**src/rtl/wb_pkg.sv**
```systemverilog
`default_nettype none
// ============================================================================
// Module      : wb_pkg
// Description : Shared widths, request record and grant-source encoding for
//               the GPR writeback arbiter.
// Revision    : 1.0 - initial release
// ============================================================================
package wb_pkg;

   localparam int WB_ADDR_W = 5;
   localparam int WB_DATA_W = 32;

   typedef struct packed {
      logic [WB_ADDR_W-1:0] addr;
      logic [WB_DATA_W-1:0] data;
   } wb_req_t;

   typedef enum logic [1:0] {
      SRC_NONE    = 2'd0,
      SRC_PIPE    = 2'd1,
      SRC_LL_FIFO = 2'd2,
      SRC_LL_CUT  = 2'd3
   } wb_src_e;

endpackage
`default_nettype wire

```
**src/rtl/wb_fifo.sv**
```systemverilog
`default_nettype none
// ============================================================================
// Module      : wb_fifo
// Description : Synchronous FIFO of writeback requests, asynchronous reset.
//               The caller never pushes when full nor pops when empty.
// Revision    : 1.0 - initial release
// ============================================================================
module wb_fifo
   import wb_pkg::*;
#(
   parameter int  DEPTH = 4,
   parameter type T     = wb_req_t
) (
   input  logic                         clk,
   input  logic                         reset,
   input  logic                         push,
   input  T                             push_data,
   input  logic                         pop,
   output T                             pop_data,
   output logic [$clog2(DEPTH+1)-1:0]   count,
   output logic                         full,
   output logic                         empty
);

   localparam int PTR_W = $clog2(DEPTH);
   localparam int CNT_W = $clog2(DEPTH+1);

   T                 r_mem [DEPTH];
   logic [PTR_W-1:0] r_wr_ptr;
   logic [PTR_W-1:0] r_rd_ptr;
   logic [CNT_W-1:0] r_count;

   // Storage is not reset; only the pointers define validity.
   always_ff @(posedge clk) begin
      if (push) begin
         r_mem[r_wr_ptr] <= push_data;
      end
   end

   always_ff @(posedge clk or posedge reset) begin
      if (reset) begin
         r_wr_ptr <= '0;
         r_rd_ptr <= '0;
         r_count  <= '0;
      end else begin
         if (push) begin
            r_wr_ptr <= r_wr_ptr + 1'b1;
         end
         if (pop) begin
            r_rd_ptr <= r_rd_ptr + 1'b1;
         end
         if (push && !pop) begin
            r_count <= r_count + 1'b1;
         end else if (!push && pop) begin
            r_count <= r_count - 1'b1;
         end
      end
   end

   assign pop_data = r_mem[r_rd_ptr];
   assign count    = r_count;
   assign full     = (r_count == CNT_W'(DEPTH));
   assign empty    = (r_count == '0);

endmodule
`default_nettype wire

```
**src/rtl/gpr_writeback_arbiter.sv**
```systemverilog
`default_nettype none
// ============================================================================
// Module      : gpr_writeback_arbiter
// Description : Merges the in-order pipeline and queued long-latency results
//               onto the GPR write port; tracks pending ll writes per register.
//               Optional macro WB_WAW_CHECK_EN enables the sticky WAW flag.
// Revision    : 1.0 - initial release
// ============================================================================
module gpr_writeback_arbiter
   import wb_pkg::*;
#(
   parameter int DEPTH  = 4,
   parameter int DATA_W = WB_DATA_W,
   parameter int ADDR_W = WB_ADDR_W
) (
   input  logic                        clk,
   input  logic                        reset,
   input  logic                        pipe_we,
   input  logic [ADDR_W-1:0]           pipe_waddr,
   input  logic [DATA_W-1:0]           pipe_wdata,
   input  logic                        ll_valid,
   output logic                        ll_ready,
   input  logic [ADDR_W-1:0]           ll_waddr,
   input  logic [DATA_W-1:0]           ll_wdata,
   input  logic                        issue_valid,
   input  logic [ADDR_W-1:0]           issue_waddr,
   output logic [2**ADDR_W-1:0]        busy,
   output logic                        rf_we,
   output logic [ADDR_W-1:0]           rf_waddr,
   output logic [DATA_W-1:0]           rf_wdata,
   output logic [$clog2(DEPTH+1)-1:0]  fifo_count,
   output logic                        waw_err
);

   localparam int CNT_W = $clog2(DEPTH+1);
   localparam int NREG  = 2**ADDR_W;

   typedef struct packed {
      logic [ADDR_W-1:0] addr;
      logic [DATA_W-1:0] data;
   } req_t;

   req_t             w_ll_req;
   req_t             w_fifo_head;
   req_t             w_grant_req;
   wb_src_e          w_src;
   logic             w_pipe_valid;
   logic             w_ll_fire;
   logic             w_push;
   logic             w_pop;
   logic             w_fifo_full;
   logic             w_fifo_empty;
   logic             w_grant_ll;
   logic             w_write;
   logic [CNT_W-1:0] w_fifo_count;
   logic [CNT_W-1:0] w_count_next;
   logic [NREG-1:0]  w_busy_set;
   logic [NREG-1:0]  w_busy_clr;
   logic [NREG-1:0]  w_busy_next;

   logic              r_ll_ready;
   logic              r_rf_we;
   logic [ADDR_W-1:0] r_rf_waddr;
   logic [DATA_W-1:0] r_rf_wdata;
   logic [NREG-1:0]   r_busy;

   assign w_pipe_valid = pipe_we && (pipe_waddr != '0);
   assign w_ll_fire    = ll_valid && r_ll_ready;
   assign w_ll_req     = '{addr: ll_waddr, data: ll_wdata};

   // Fixed priority: pipeline, then queued ll results, then cut-through.
   always_comb begin
      w_src       = SRC_NONE;
      w_grant_req = '0;
      w_pop       = 1'b0;
      w_push      = w_ll_fire && !w_fifo_full;
      if (w_pipe_valid) begin
         w_src       = SRC_PIPE;
         w_grant_req = '{addr: pipe_waddr, data: pipe_wdata};
      end else if (!w_fifo_empty) begin
         w_src       = SRC_LL_FIFO;
         w_grant_req = w_fifo_head;
         w_pop       = 1'b1;
      end else if (w_ll_fire) begin
         w_src       = SRC_LL_CUT;
         w_grant_req = w_ll_req;
         w_push      = 1'b0;
      end
   end

   assign w_grant_ll = (w_src == SRC_LL_FIFO) || (w_src == SRC_LL_CUT);
   assign w_write    = (w_src != SRC_NONE) && (w_grant_req.addr != '0);

   wb_fifo #(
      .DEPTH (DEPTH),
      .T     (req_t)
   ) u_fifo (
      .clk       (clk),
      .reset     (reset),
      .push      (w_push),
      .push_data (w_ll_req),
      .pop       (w_pop),
      .pop_data  (w_fifo_head),
      .count     (w_fifo_count),
      .full      (w_fifo_full),
      .empty     (w_fifo_empty)
   );

   // ll_ready is registered from the post-edge occupancy.
   always_comb begin
      w_count_next = w_fifo_count;
      if (w_push && !w_pop) begin
         w_count_next = w_fifo_count + 1'b1;
      end else if (!w_push && w_pop) begin
         w_count_next = w_fifo_count - 1'b1;
      end
   end

   // A new issue to the register being retired keeps it pending.
   always_comb begin
      w_busy_set = '0;
      w_busy_clr = '0;
      if (w_grant_ll) begin
         w_busy_clr[w_grant_req.addr] = 1'b1;
      end
      if (issue_valid) begin
         w_busy_set[issue_waddr] = 1'b1;
      end
      w_busy_next    = (r_busy & ~w_busy_clr) | w_busy_set;
      w_busy_next[0] = 1'b0;
   end

   always_ff @(posedge clk or posedge reset) begin
      if (reset) begin
         r_ll_ready <= 1'b0;
         r_rf_we    <= 1'b0;
         r_rf_waddr <= '0;
         r_rf_wdata <= '0;
         r_busy     <= '0;
      end else begin
         r_ll_ready <= (w_count_next < CNT_W'(DEPTH));
         r_rf_we    <= w_write;
         if (w_write) begin
            r_rf_waddr <= w_grant_req.addr;
            r_rf_wdata <= w_grant_req.data;
         end
         r_busy     <= w_busy_next;
      end
   end

`ifdef WB_WAW_CHECK_EN
   logic r_waw_err;

   always_ff @(posedge clk or posedge reset) begin
      if (reset) begin
         r_waw_err <= 1'b0;
      end else if (w_pipe_valid && r_busy[pipe_waddr]) begin
         r_waw_err <= 1'b1;
      end
   end

   assign waw_err = r_waw_err;
`else
   assign waw_err = 1'b0;
`endif

   assign ll_ready   = r_ll_ready;
   assign rf_we      = r_rf_we;
   assign rf_waddr   = r_rf_waddr;
   assign rf_wdata   = r_rf_wdata;
   assign busy       = r_busy;
   assign fifo_count = w_fifo_count;

endmodule
`default_nettype wire

```
**config.mk**
```make
export PLATFORM = sky130hd
export DESIGN_NAME = gpr_writeback_arbiter
export DESIGN_NICKNAME = d
export VERILOG_FILES = /design/src/rtl/wb_pkg.sv /design/src/rtl/wb_fifo.sv /design/src/rtl/gpr_writeback_arbiter.sv
export SDC_FILE = /design/constraint.sdc
export NUM_CORES = 1
export LEC_CHECK = 0
export CORE_MARGIN = 3
export CORE_UTILIZATION = 48
export CTS_CLUSTER_DIAMETER = 150
export DETAILED_ROUTE_END_ITERATION = 7
export GPL_TIMING_DRIVEN = 0
export PLACE_DENSITY_LB_ADDON = 0.2
export SYNTH_ARGS = -nofsm -noshare
export SYNTH_HDL_FRONTEND = slang
export SYNTH_SLANG_ARGS = --single-unit
```
**constraint.sdc**
```tcl
create_clock -name clk -period 3.2 [get_ports clk]
set_clock_uncertainty 0.15 [all_clocks]
set_input_delay 0.96 -clock clk [delete_from_list [all_inputs] [get_ports clk]]
set_output_delay 0.96 -clock clk [all_outputs]
set_load 0.05 [all_outputs]
```
==> flow_summary.json <==
{
  "syn-cell-area_sq_um": 9240,
  "pwr-share-seq_pct": 33.8,
  "core_region_area_sq_um": 18800,
  "design.die.area_sq_um": 21000,
  "worstPathMaxFanout": 6,
  "worstSetupEndpointType": "flop",
  "synth_flop_cell": "edfxtp_1",
  "hold_viol_final": 0,
  "cp.required_ns": 3.44,
  "hp-class": "flop to flop",
  "setup_viol": 0,
  "fin_ws_ns": 0.0115,
  "total_power_mw": 12.3,
  "switching_power_mw": 4.70,
  "outcome": "completed",
  "power_frac_comb_pct": 43.6,
  "die_h_microns": 145,
  "cts.sinks": 225,
  "dr.first_iter.drc_count": 375,
  "final_nets": 877,
  "antennaDiodeCount": 0,
  "peakVddDrop_mv": 0.661,
  "clkPwrFrac_pct": 22.6,
  "tightest_slew_ns": 0.861,
  "slew_violations": 0,
  "cp_num_buf_inv": 3,
  "internal-power_mw": 7.65,
  "worstPathArrival_ns": 3.43,
  "cts_root_buf": "clkbuf_16",
  "maxSlewHeadroom_pct": 42.6,
  "yosys_warnings": 0,
  "p_leak_nw": 4.48,
  "design_area_sq_um": 12300,
  "dp.final_hpwl_mm": 14.3,
  "grt_max_degree": 50,
  "ys_ff_latch": 225,
  "wl_mm": 23.1,
  "drv_cap": 0,
  "layout-area-overhead-vs-synth_pct": 33.2,
  "sw_frac_of_total_pct": 38.0,
  "finalSetupTns_ns": 0,
  "crit_family": "simple AND/OR/NAND/NOR gates",
  "cp_slowest_cell": "or4_4",
  "fmax_mhz": 314,
  "ios": 159,
  "cts_tree": "built",
  "cts-buffers-inserted": 25,
  "port_buffers": 156,
  "dp_cells": 1000,
  "dr_total_vias": 6044,
  "slowest_delay_ns": 0.55,
  "powerDensity_nw_per_um2": 1000,
  "fill_cells": 1323,
  "grt_pass1_wl_mm": 35.2,
  "rows": 50,
  "finalCritPeriodShare_pct": 99.6,
  "syn-instance-count": 582,
  "drive_above_1_share_pct": 20.2,
  "vias_per_cell": 5.69,
  "cp-start-kind": "input pin",
  "grt_use_total_pct": 21.9,
  "gp_congestion": 0.783,
  "synth-async-reset-ratio_pct": 34.2,
  "dpl-instance-area_sq_um": 11200,
  "pre_cts_slack_ns": -1.18,
  "finalCriticalPeriod_ns": 3.19,
  "floorplan.initialDensity_pct": 49.1,
  "synth_edf_count": 148,
  "final-instance-count-excl-fill": 1063,
  "routedWlPerCell_microns": 21.7,
  "first_global_vias": 6370,
  "clock_latency_ns": 0.51,
  "clk_path_buf_depth": 3,
  "synth.distinct_cells": 44,
  "remaining_drc_errors": 0,
  "final_cell_mix": "clkdlybuf4s50_1 (151), edfxtp_1 (148), dfrtp_1 (77)",
  "avgSynthCellArea_sq_um": 15.9,
  "path_class": "input pin to flop",
  "holdBufCountCts": 0,
  "crit_chain": "buf_6 -> or4_4 -> o21ai_4 -> mux2_4 -> or3_4 -> and3b_2 -> buf_12 -> buf_12 -> mux2_4",
  "final_common_cell": "clkdlybuf4s50_1",
  "yosysSeqAreaShare_pct": 68.9,
  "drtPass1Iterations": 5,
  "die_x_microns": 145,
  "ant_nets": 0,
  "antenna_found_initial": 0,
  "gr-total-overflow": 0,
  "path_clk_slew_ns": 0.06,
  "htree_levels": 1
}
==> synth_stat cells, drive strengths merged, types with 2 or more instances <==
cell type / instances / area share, %
or3b: 3 / 0.28
nand2b: 2 / 0.14
nand3: 6 / 0.32
a22oi: 2 / 0.22
or3: 5 / 0.34
a21o: 3 / 0.24
mux2i: 3 / 0.32
clkbuf: 17 / 0.69
nand2: 10 / 0.41
a221oi: 32 / 3.0
inv: 10 / 0.41
a21oi: 3 / 0.16
buf: 15 / 1.1
mux4: 37 / 9.0
nor2: 68 / 2.8
xnor2: 4 / 0.38
mux2: 34 / 4.2
nand3b: 5 / 0.41
edfxtp: 148 / 48
a21bo: 2 / 0.22
or2: 2 / 0.14
and2: 4 / 0.27
ha: 9 / 1.2
dfrtp: 77 / 21
a22o: 3 / 0.28
o21ai: 69 / 3.8
==> layer usage <==
metal	global-route usage [%]	share of wire [%]
met1	28.4	41
met2	37.8	51
met3	4.34	7.0
met4	6.19	1.9
met5	0	0
==> state kept, by name, indices dropped and copies added, names as in the netlist, 2 cells and up <==
name,count
rf_waddr,5
u_fifo.r_wr_ptr,2
rf_wdata,32
u_fifo.r_rd_ptr,2
u_fifo.r_mem,148
u_fifo.count,3
busy,31
==> per-stage QoR <==
stage | util, % | hold slack [ns]
final | 65.4 | 0.332
after global routing | 65.4 | 0.345
after CTS | 65.0 | 0.331
after detailed placement | 59.5 | 0.319
after global placement | 59.4 | 0.324
after floorplan | - | 0.430
==> cell families (layout without fill, tap and decap cells) <==
family | count (synthesis) | count (layout) | synth area share, %
AO/OA/AOI/OAI | 116 | 116 | 8.13
buffers and inverters | 42 | 258 | 2.22
multiplexers | 74 | 74 | 13.5
flip-flops | 225 | 225 | 68.9
adder cells (fa/ha/maj) | 9 | 9 | 1.22
AND/OR/NAND/NOR | 111 | 115 | 5.56
XOR/XNOR | 4 | 4 | 0.379
other | 1 | 2 | 0.0406
==> power by group through the flow <==
stage	Combinational (mW)	Clock [mW]	Sequential, mW
5_1_grt	5.73	2.96	4.25
6_report	5.38	2.79	4.17
3_3_place_gp	5.00	0	4.17
2_1_floorplan	1.88	0	5.72
4_1_cts	5.32	2.84	4.17
3_5_place_dp	5.10	0	4.23
==> area by class of cell <==
class	count	area, sq um	area share [%]
Inverter	10	40.0	0.325
Sequential cell	225	6370	51.7
Timing Repair Buffer	172	1750	14.2
Clock inverter	16	128	1.04
Tap cell	260	325	2.64
Clock buffer	30	684	5.56
Buffer	30	194	1.57
Multi-Input combinational cell	320	2820	22.9
==> timing repair <==
| action | 4_1_cts | 5_1_grt |
|---|---|---|
| endpoints found under the hold margin | 0 | 0 |
| cloned | 6 | 0 |
| setup buffers | 12 | 2 |
| endpoints found under the setup margin | 217 | 40 |
| resized for setup | 36 | 22 |
| pin swaps | 9 | 3 |
==> path summary, 6_finish.rpt <==
kind                            cells after the start  slack [ns]                   startpoint                  endpoint
max in group asynchronous                           3        1.65                        reset        ll_ready$_DFF_PP0_
worst max-delay path                                9        0.01                pipe_waddr[3]  rf_wdata[20]$_DFFE_PP0P_
min in group asynchronous                           2        0.66                        reset  rf_wdata[15]$_DFFE_PP0P_
worst max register to register                     11        0.09  u_fifo.count[1]$_DFFE_PP0P_  rf_wdata[20]$_DFFE_PP0P_
worst min register to register                      1        0.33      rf_waddr[2]$_DFFE_PP0P_   rf_waddr[2]$_DFFE_PP0P_
worst min-delay path                                1        0.33      rf_waddr[2]$_DFFE_PP0P_   rf_waddr[2]$_DFFE_PP0P_
(Power assumes the default switching activity.)
